`src/rtl/demux_pkg.sv`:
```
// Shared encodings for the 4-bit 1-to-2 demux scheduler: routing policies and FSM states.
package demux_pkg;

    localparam int BCNT_W = 4;

    typedef enum logic [1:0] {
        MODE_CH0   = 2'b00,
        MODE_CH1   = 2'b01,
        MODE_ALT   = 2'b10,
        MODE_BURST = 2'b11
    } mode_t;

    typedef enum logic {
        IDLE = 1'b0,
        HOLD = 1'b1
    } state_t;

endpackage

```
`src/rtl/demux_sel_policy.sv`:
```
// Routing policy: picks the target channel for an accepted word and the next policy state.
// Purely combinational; the caller commits the next-state values only on an accept.
module demux_sel_policy
    import demux_pkg::*;
#(
    parameter int BURST_LEN = 4
) (
    input  mode_t             mode_q,
    input  logic              rr_sel,
    input  logic [BCNT_W-1:0] burst_cnt,
    output logic              target,
    output logic              rr_sel_nxt,
    output logic [BCNT_W-1:0] burst_cnt_nxt
);

    always_comb begin
        target        = 1'b0;
        rr_sel_nxt    = rr_sel;
        burst_cnt_nxt = burst_cnt;
        case (mode_q)
            MODE_CH0: target = 1'b0;
            MODE_CH1: target = 1'b1;
            MODE_ALT: begin
                target     = rr_sel;
                rr_sel_nxt = ~rr_sel;
            end
            default: begin
                target = rr_sel;
                // Last word of a burst: restart the count and swap channels.
                if (burst_cnt == BCNT_W'(BURST_LEN - 1)) begin
                    burst_cnt_nxt = '0;
                    rr_sel_nxt    = ~rr_sel;
                end else begin
                    burst_cnt_nxt = burst_cnt + BCNT_W'(1);
                end
            end
        endcase
    end

endmodule

```
`src/rtl/demux_sched_4bits.sv`:
```
// 1-to-2 demux scheduler: holds one word, routes it by policy, counts deliveries per channel.
// One-cycle latency; a held word stays put until its consumer takes it, with pass-through at 1 word/cycle.
module demux_sched_4bits
    import demux_pkg::*;
#(
    parameter int DATA_W    = 4,
    parameter int BURST_LEN = 4,
    parameter int CNT_W     = 8
) (
    input  logic              clk,
    input  logic              rst_n,
    input  logic [1:0]        mode,
    input  logic [DATA_W-1:0] in_data,
    input  logic              in_valid,
    output logic              in_ready,
    output logic [DATA_W-1:0] out0_data,
    output logic              out0_valid,
    input  logic              out0_ready,
    output logic [DATA_W-1:0] out1_data,
    output logic              out1_valid,
    input  logic              out1_ready,
    output logic              sel,
    output logic [CNT_W-1:0]  cnt0,
    output logic [CNT_W-1:0]  cnt1,
    output logic              busy
);

    state_t              state;
    state_t              state_nxt;
    logic [DATA_W-1:0]   hold_data;
    mode_t               mode_q;
    logic                rr_sel;
    logic [BCNT_W-1:0]   burst_cnt;
    logic                target;
    logic                rr_sel_nxt;
    logic [BCNT_W-1:0]   burst_cnt_nxt;
    logic                deliver0;
    logic                deliver1;
    logic                deliver;
    logic                accept;

    demux_sel_policy #(.BURST_LEN(BURST_LEN)) u_policy (
        .mode_q        (mode_q),
        .rr_sel        (rr_sel),
        .burst_cnt     (burst_cnt),
        .target        (target),
        .rr_sel_nxt    (rr_sel_nxt),
        .burst_cnt_nxt (burst_cnt_nxt)
    );

    assign busy       = (state == HOLD);
    assign out0_valid = busy && !sel;
    assign out1_valid = busy && sel;
    assign out0_data  = out0_valid ? hold_data : '0;
    assign out1_data  = out1_valid ? hold_data : '0;
    assign deliver0   = out0_valid && out0_ready;
    assign deliver1   = out1_valid && out1_ready;
    assign deliver    = deliver0 || deliver1;
    assign in_ready   = rst_n && (state == IDLE || deliver);
    assign accept     = in_valid && in_ready;

    always_comb begin
        state_nxt = state;
        case (state)
            IDLE: if (accept) state_nxt = HOLD;
            HOLD: if (deliver && !accept) state_nxt = IDLE;
        endcase
    end

    always_ff @(posedge clk) begin
        if (!rst_n) begin
            state     <= IDLE;
            hold_data <= '0;
            sel       <= 1'b0;
            mode_q    <= MODE_CH0;
            rr_sel    <= 1'b0;
            burst_cnt <= '0;
            cnt0      <= '0;
            cnt1      <= '0;
        end else begin
            state <= state_nxt;
            if (accept) begin
                hold_data <= in_data;
                sel       <= target;
                rr_sel    <= rr_sel_nxt;
                burst_cnt <= burst_cnt_nxt;
            end else if (state == IDLE) begin
                // Policy changes only land on a quiet idle cycle so a stream never splits mid-policy.
                mode_q <= mode_t'(mode);
                if (mode != mode_q) begin
                    rr_sel    <= 1'b0;
                    burst_cnt <= '0;
                end
            end
            if (deliver0) cnt0 <= cnt0 + CNT_W'(1);
            if (deliver1) cnt1 <= cnt1 + CNT_W'(1);
        end
    end

endmodule

```
`config.mk`:
```
export PLATFORM = sky130hd
export DESIGN_NAME = demux_sched_4bits
export DESIGN_NICKNAME = d
export VERILOG_FILES = /design/src/rtl/demux_pkg.sv /design/src/rtl/demux_sel_policy.sv /design/src/rtl/demux_sched_4bits.sv
export SDC_FILE = /design/constraint.sdc
export NUM_CORES = 1
export LEC_CHECK = 0
export ABC_AREA = 1
export CORE_MARGIN = 3
export CORE_UTILIZATION = 50
export DETAILED_ROUTE_END_ITERATION = 6
export GPL_TIMING_DRIVEN = 1
export PLACE_DENSITY = 0.83
export SKIP_CTS_REPAIR_TIMING = 1
export SLEW_MARGIN = 30
export SYNTH_ARGS = -nofsm -noshare
export SYNTH_HDL_FRONTEND = slang
export SYNTH_SLANG_ARGS = --single-unit
```
`constraint.sdc`:
```
create_clock -name clk -period 4.6 [get_ports clk]
set_clock_uncertainty 0.15 [all_clocks]
set_input_delay 0.69 -clock clk [delete_from_list [all_inputs] [get_ports clk]]
set_output_delay 0.69 -clock clk [all_outputs]
set_load 0.05 [all_outputs]
```
; ---- After elaboration in Yosys (flattened, before gate mapping)
; Cells that the tools add are included.
[op_classes]
addsub = 3
eq_ne = 8
mux = 16
bitwise = 3
reduce_logical = 18
[op_table]
columns = operator, n
row1 = $mux W4, 7
row2 = $add A8 B1 Y8 const B, 2
row3 = $logic_and A1 B1 Y1, 7
row4 = $mux W1, 6
row5 = $pmux W1 S2, 3
row6 = $add A4 B1 Y4 const B, 1
row7 = $eq A4 B2 Y1 const B, 1
row8 = $ne A2 B2 Y1 const B, 2
row9 = $reduce_and A4 Y1, 1
row10 = $ne A3 B1 Y1 const B, 1
row11 = $not A1 Y1, 3
row12 = $reduce_and A3 Y1, 1
row13 = $reduce_or A3 Y1, 1
row14 = $eq A2 B1 Y1 const B, 1
row15 = $eq A2 B2 Y1 const B, 1
row16 = $logic_not A1 Y1, 2
row17 = $logic_not A2 Y1, 1
row18 = $logic_or A1 B1 Y1, 2
row19 = $ne A2 B1 Y1 const B, 1
row20 = $ne A2 B2 Y1, 1
row21 = $reduce_and A2 Y1, 1
row22 = $reduce_bool A2 Y1, 1
row23 = $reduce_or A2 Y1, 1
[totals]
reg_bits = 29
input_bits = 11
out_inout_bits = 29
wordCells = 56

; ---- Depth between registers and ports, before layout
; Gate-level depths: netlist of run 1.
[logic_depth]
depth_word = 11
mapped_depth = 9
mapped_depth_nobuf = 9

; ---- By module
; From an unflattened synthesis of run 1, not the netlist that was laid out.
[hier_totals]
cells_unflattened = 226
area_unflattened_um2 = 1554.0
[modules_own_cells]
columns = mod, n_inst, cells_each, area_each_um2, seq_area_each_um2
row1 = demux_sched_4bits, 1, 199, 1425.1, 580.6
row2 = demux_sel_policy, 1, 27, 128.9, 0.0

; ---- Least setup slack after synthesis of run 1
; No wires, ideal clock.
[synth_path]
kind = reg-to-output
start = register state (netlist: busy)
end = output port out1_data[0]
arrival_time_ns = 1.652
required_ns = 3.760
setup_slack_ns = 2.108
path_stages_with_launch = 3
path_buffers = 0
cell_sequence = dfxtp_1 nand2_1 nor2_1
[synth_via]
elab_chain_cells = 2
[synth_rtl]
columns = item, line_no
row1 = "start, declared", demux_sched_4bits.sv:28  ; state_t state;
row2 = "start signal, assigned", demux_sched_4bits.sv:81  ; state <= state_nxt;
row3 = $logic_and A1 B1 Y1, demux_sched_4bits.sv:53  ; assign out1_valid = busy && sel;
row4 = $mux W4, demux_sched_4bits.sv:55  ; assign out1_data = out1_valid ? hold_data : '0;
row5 = "end, declared", demux_sched_4bits.sv:19  ; output logic [DATA_W-1:0] out1_data,
; No other way between the ends.

; ---- Final worst setup path of run 1
[layout_path]
start = input port out1_ready
end = output port in_ready
[layout_via]
elab_chain_cells = 4
[layout_rtl]
columns = item, line_no
row1 = "start, declared", demux_sched_4bits.sv:21  ; input logic out1_ready,
row2 = $logic_and A1 B1 Y1, demux_sched_4bits.sv:57  ; assign deliver1 = out1_valid && out1_ready;
row3 = $logic_or A1 B1 Y1, demux_sched_4bits.sv:58  ; assign deliver = deliver0 || deliver1;
row4 = $logic_or A1 B1 Y1, demux_sched_4bits.sv:59  ; assign in_ready = rst_n && (state == IDLE || deliver);
row5 = $logic_and A1 B1 Y1, demux_sched_4bits.sv:59
row6 = "end, declared", demux_sched_4bits.sv:15  ; output logic in_ready,
; No other way between the ends.

==> results of run 1 <==
metrics by stage:
stage	cells	setup slack (ns)
6_report	271	1.26
4_1_cts	271	1.26
3_3_place_gp	263	1.29
5_1_grt	271	1.17
3_5_place_dp	263	1.28
2_1_floorplan	198	2.11
sequential cells by signal, summed over array words and instances, names as in the netlist:
register   cells
busy           1
sel            1
cnt1           8
cnt0           8
burst_cnt      4
hold_data      4
mode_q         2
rr_sel         1
how the worst max path moves through the flow:
stage                    start      endpoint  slack, ns  cells past startpoint
finish              out1_ready      in_ready       1.26                      6
global route        out1_ready      in_ready       1.17                      6
CTS                 out1_ready      in_ready       1.26                      6
detailed placement  out1_ready      in_ready       1.28                      6
global placement    out1_ready      in_ready       1.29                      6
floorplan                 busy  out1_data[0]       2.11                      2
per-layer routing:
metal | global-route usage (%) | part of all wire (%)
met1 | 24.6 | 43
met2 | 33.4 | 48
met3 | 7.24 | 7.8
met4 | 7.44 | 1.2
met5 | 0 | 0
Yosys cell counts:
cell type,count
nand3_1,13
xor2_1,4
nand2_2,2
nand3_2,2
nand4_1,2
o21bai_1,1
o21ai_0,4
nor3b_1,1
inv_2,3
nor3_2,2
nor2_1,31
ha_1,3
nand3b_1,1
nor3_1,6
a31oi_1,1
dfxtp_1,29
and3_1,1
o21ai_1,6
a21oi_1,19
buf_1,2
nand3_4,1
xnor2_1,3
nand2_1,34
clkbuf_1,2
buf_2,1
inv_1,24
tightest hold or removal path, stage by stage (launching register included):
cell and delay [ns]:
dfxtp_1 0.34, inv_1 0.05, a21oi_1 0.05
power groups by stage:
stage	clock [mW]	sequential, mW	combinational [mW]
CTS	0.222	0.270	0.0934
detailed placement	0	0.276	0.0925
global placement	0	0.275	0.0904
global route	0.235	0.272	0.102
finish	0.219	0.271	0.0939
floorplan	0	0.281	0.0568
logic make-up after synthesis:
| family | after synthesis | synth area share, % |
|---|---|---|
| xor gates and xnor gates | 7 | 4.37 |
| adders and majority gates | 3 | 2.68 |
| DFF | 29 | 41.4 |
| AOI/OAI and AO/OA | 31 | 11.3 |
| buffers and inverters | 32 | 8.65 |
| and+or+nand+nor | 96 | 31.6 |
layout make-up:
| type | count | share of cell area (%) |
|---|---|---|
| Clock inverter | 1 | 1.58 |
| Clock buffer | 7 | 2.89 |
| Timing Repair Buffer | 40 | 20.9 |
| Sequential cell | 29 | 30.5 |
| Inverter | 27 | 5.33 |
| Multi-Input combinational cell | 137 | 36.8 |
| Tap cell | 30 | 1.97 |
==> results.toml, run 1 <==
[setup_path]
slowest_delay_ns = 0.79
setup.worst_path.class = "input pin to primary output"
r2r_slack_ns = 2.78
reg2reg_to = "burst_cnt[1]"
critPathBufInv = 3
r2r-start = "busy"
reg2reg_depth = 7
critical_path.top_delay_family = "buffers and inverters"
arrival_ns = 2.50
crit_path_end_kind = "primary output"
start_kind = "input pin"
cp_common_cell = "clkdlybuf4s50_1"
crit_chain = "clkdlybuf4s50_1 > nand3_1 > nand3_2 > nand2_1 > inv_1 > clkdlybuf4s50_1"
slowest_stage = "clkdlybuf4s50_1"
cp.required_ns = 3.76
worstPathMaxFanout = 5

[grt]
grt_usage_pct = 20.4
antenna_found_initial = 0
grt_pass1_vias = 1239
grt_pass1_wl_um = 5460
grt_max_degree = 19
grt.overflow.total = 0

[synth]
postSynthCellCount = 198
ys_ff_latch = 29
synth_top_area_share_pct = 41.4
netlist_area_mm2 = 0.00140
synth_nets = 212
post_synth_num_cell_types = 26
yosys_warnings = 0
synth_top_area_cell = "dfxtp_1"
seq_area_frac_synth_pct = 41.4
synth.area.top_cells = "dfxtp_1 (41%), nand2_1 (9.1%), nor2_1 (8.3%)"
syn_avg_cell_area_um2 = 7.08

[route]
drc = 0
final_antenna_net_count = 0
dr_total_vias = 1430
drt_pass1_iterations = 4
wl_per_cell_um = 12.4
wirelength_um = 3350
vias_per_cell = 5.28
drtIter0Drc = 52

[floorplan]
die_area_mm2 = 0.00348
die_h_um = 59.0
initial_core_util_pct = 54.6
rows = 18
pin_count = 40
die_x_um = 59.0
coreArea_mm2 = 0.00257

[clock_tree]
clock_path_buffers = 2
clk_pin_slew_ns = 0.09
cts-buffers-inserted = 5
clock_latency_ns = 0.33
cts_tree = "built"
clock_sinks = 29
clock-root-buffer = "clkbuf_4"
cts-htree-levels = 2

[cells_and_area]
multi_input_area_um2 = 701
postLayoutCoreUtil_pct = 74.1
final.fill_count = 221
area_growth_pct = 35.7
finalNetCount = 254
diodes = 0
regArea_um2 = 581
design_area_mm2 = 0.00190
layout_commonest_cell = "clkdlybuf4s50_1"
final_cell_mix = "clkdlybuf4s50_1 (39), nand2_1 (34), nor2_1 (31)"
drive_above_1_share_pct = 7.47

[hold_path]
hold_path_end = "cnt1[6]"
min_from = "cnt1[6]"
hold_depth = 2
min_path_type = "flop to flop"

[placed_design]
gp_congestion = 0.848
hpwl_um = 2390
io_buffers = 39
placed_area_mm2 = 0.00182

[power_and_ir_drop]
switchingPower_uw = 158
power.density_mw_per_mm2 = 307
p_comb_share_pct = 16.1
p_clk_share_pct = 37.5
p_sw_share_pct = 27.1
internal_power_uw = 425
irDropWorstVdd_uv = 272
finalPower_uw = 584
power_frac_seq_pct = 46.4
p_leak_nw = 0.751

[timing]
timing.hold.ws_ns = 0.337
fin_crit_ns = 3.34
rsz0062_at_grt = "no"
relSlewSlack_pct = 64.4
finalSetupViolations = 0
maxSlewViolCount = 0
max_freq_mhz = 299
min_period_over_period_pct = 72.6
final_hold_viol_count = 0
setup_tns_ns = 0
tightest_slew_ns = 0.533

[outcome]
outcome = "complete, no violations"

[run]
drv_cap = 0
Note: power is estimated with default switching activity, not from simulation.
==> run 2: changes to the inputs <==
--- a/config.mk
+++ b/config.mk
@@ -7,10 +7,10 @@
 export LEC_CHECK = 0
 export ABC_AREA = 1
 export CORE_MARGIN = 3
-export CORE_UTILIZATION = 50
+export CORE_UTILIZATION = 42
 export DETAILED_ROUTE_END_ITERATION = 6
 export GPL_TIMING_DRIVEN = 1
-export PLACE_DENSITY = 0.83
+export PLACE_DENSITY = 0.75
 export SKIP_CTS_REPAIR_TIMING = 1
 export SLEW_MARGIN = 30
 export SYNTH_ARGS = -nofsm -noshare
==> constraint.sdc (replaced) <==
create_clock -name clk -period 2.87 [get_ports clk]
set_clock_uncertainty 0.15 [all_clocks]
set_input_delay 0.4305 -clock clk [delete_from_list [all_inputs] [get_ports clk]]
set_output_delay 0.4305 -clock clk [all_outputs]
set_load 0.05 [all_outputs]
==> run 2 against run 1 <==
Net effect:
- worst hold slack lost 0.012 ns
- largest cell class unchanged
- sequential cell count is the same
- die area grew 17%
- count of clock-buffer cells in the layout is the same
- routed wire length shrank 7.7%
- highest routed layer unchanged
- sequential power grew 60%
- critical path depth shrank 3
- critical path type is now flop to primary output
- register-to-register slack lost 1.7 ns
- non-clock buffer count is the same
- sequential share of layout area shrank 0.20 points
- power grew 50%
==> results.toml, run 2 (synthesized netlist as in run 1, its figures left out) <==
[setup_path]
reg2reg_depth = 7
slowest_stage = "clkdlybuf4s50_1"
r2r_slack_ns = 1.10
critPathBufInv = 1
slowest_delay_ns = 0.82
arrival_ns = 1.94
cp.required_ns = 2.29
crit_chain = "nand2_1 > nor2_1 > clkdlybuf4s50_1"
reg2reg_to = "burst_cnt[1]"
r2r-start = "busy"
setup.worst_path.class = "flop to primary output"
crit_path_end_kind = "primary output"
critical_path.top_delay_family = "buffers and inverters"
worstPathMaxFanout = 7
start_kind = "flop"

[hold_path]
min_from = "cnt1[7]"
hold_depth = 2
min_path_type = "flop to flop"
hold_path_end = "cnt1[7]"

[power_and_ir_drop]
p_leak_nw = 0.752
power.density_mw_per_mm2 = 457
irDropWorstVdd_uv = 249

[placed_design]
hpwl_um = 2260
gp_congestion = 0.792
io_buffers = 39

[route]
vias_per_cell = 4.70
wl_per_cell_um = 10.8
final_antenna_net_count = 0
dr_total_vias = 1340
drtIter0Drc = 69
drc = 0
drt_pass1_iterations = 4
wirelength_um = 3090

[timing]
finalSetupViolations = 0
rsz0062_at_grt = "no"
fin_crit_ns = 2.52
tightest_slew_ns = 0.518
setup_tns_ns = 0
final_hold_viol_count = 0
maxSlewViolCount = 0
min_period_over_period_pct = 87.9
max_freq_mhz = 396
timing.hold.ws_ns = 0.326
relSlewSlack_pct = 65.3

[clock_tree]
clock_sinks = 29
clock_path_buffers = 2
cts-htree-levels = 2
cts_tree = "built"
clk_pin_slew_ns = 0.09
cts-buffers-inserted = 5
clock_latency_ns = 0.34
clock-root-buffer = "clkbuf_4"

[cells_and_area]
area_growth_pct = 36.6
final_cell_mix = "clkdlybuf4s50_1 (38), nand2_1 (34), nor2_1 (31)"
top_regs = "cnt0 x8, cnt1 x8"
drive_above_1_share_pct = 8.30
finalNetCount = 254
layout_commonest_cell = "clkdlybuf4s50_1"
diodes = 0

[floorplan]
coreArea_mm2 = 0.00313
die_area_mm2 = 0.00407
die_h_um = 63.8
rows = 20
initial_core_util_pct = 44.8
die_x_um = 63.8
pin_count = 40

[grt]
grt_pass1_vias = 1265
grt_usage_pct = 16.8
grt.overflow.total = 0
grt_pass1_wl_um = 5360
antenna_found_initial = 0
grt_max_degree = 17

[run]
drv_cap = 0

[outcome]
outcome = "complete, no violations"
-- run 2: worst max path at each step --
stage | startpoint | end | slack, ns | cells past startpoint
after floorplan | busy | out1_data[0] | 0.64 | 2
after global placement | out1_ready | in_ready | 0.68 | 6
after detailed placement | out1_ready | in_ready | 0.66 | 6
after CTS | busy | out1_data[3] | 0.33 | 3
after global routing | busy | out1_data[0] | 0.25 | 3
final | busy | out1_data[3] | 0.35 | 3
-- run 2: layer usage --
layer	up-vias	global-route usage (%)	routed length [µm]
met5	-	0	0
met4	0	8.89	70
met3	8	4.75	146
met2	26	27.2	1440
met1	585	20.0	1430
li1	721	-	-
-- run 2: tightest hold or removal path: stages (launching register included) --
cell and delay (ns):
dfxtp_1 0.32, inv_1 0.06, a21oi_1 0.06
-- run 2: per-stage QoR --
stage               power (mW)  setup WS [ns]  util [%]  instance area (µm²)  instances
floorplan                0.542          0.638         -                 1400        198
global placement         0.592          0.679      59.0                 1850        277
finish                   0.875          0.347      61.2                 1920        285
global route             0.922          0.248      61.2                 1920        285
CTS                      0.884          0.327      61.2                 1920        285
detailed placement       0.595          0.662      59.0                 1850        277
-- run 2: where the power goes --
part	total, mW	internal [mW]	switching [mW]
logic	0.152	0.0585	0.0935
clock network	0.290	0.142	0.149
registers	0.433	0.418	0.0153
-- run 2: cell type report --
class                      count  area, µm²
fill                         314       1210
timing repair buffer          40        408
clock inverter                 1       5.00
inverter                      27        101
sequential                    29        581
clock buffer                   7       65.1
tap                           44       55.1
multi-input combinational    137        701
==> run 3: changes to the inputs <==
--- a/config.mk
+++ b/config.mk
@@ -9,8 +9,10 @@
 export CORE_MARGIN = 3
 export CORE_UTILIZATION = 42
 export DETAILED_ROUTE_END_ITERATION = 6
+export GPL_ROUTABILITY_DRIVEN = 1
 export GPL_TIMING_DRIVEN = 1
 export PLACE_DENSITY = 0.75
+export SETUP_SLACK_MARGIN = 0.15
 export SKIP_CTS_REPAIR_TIMING = 1
 export SLEW_MARGIN = 30
 export SYNTH_ARGS = -nofsm -noshare
==> results of run 3 <==
Same layout as run 2: the final DEF is identical, and so are final timing and power.
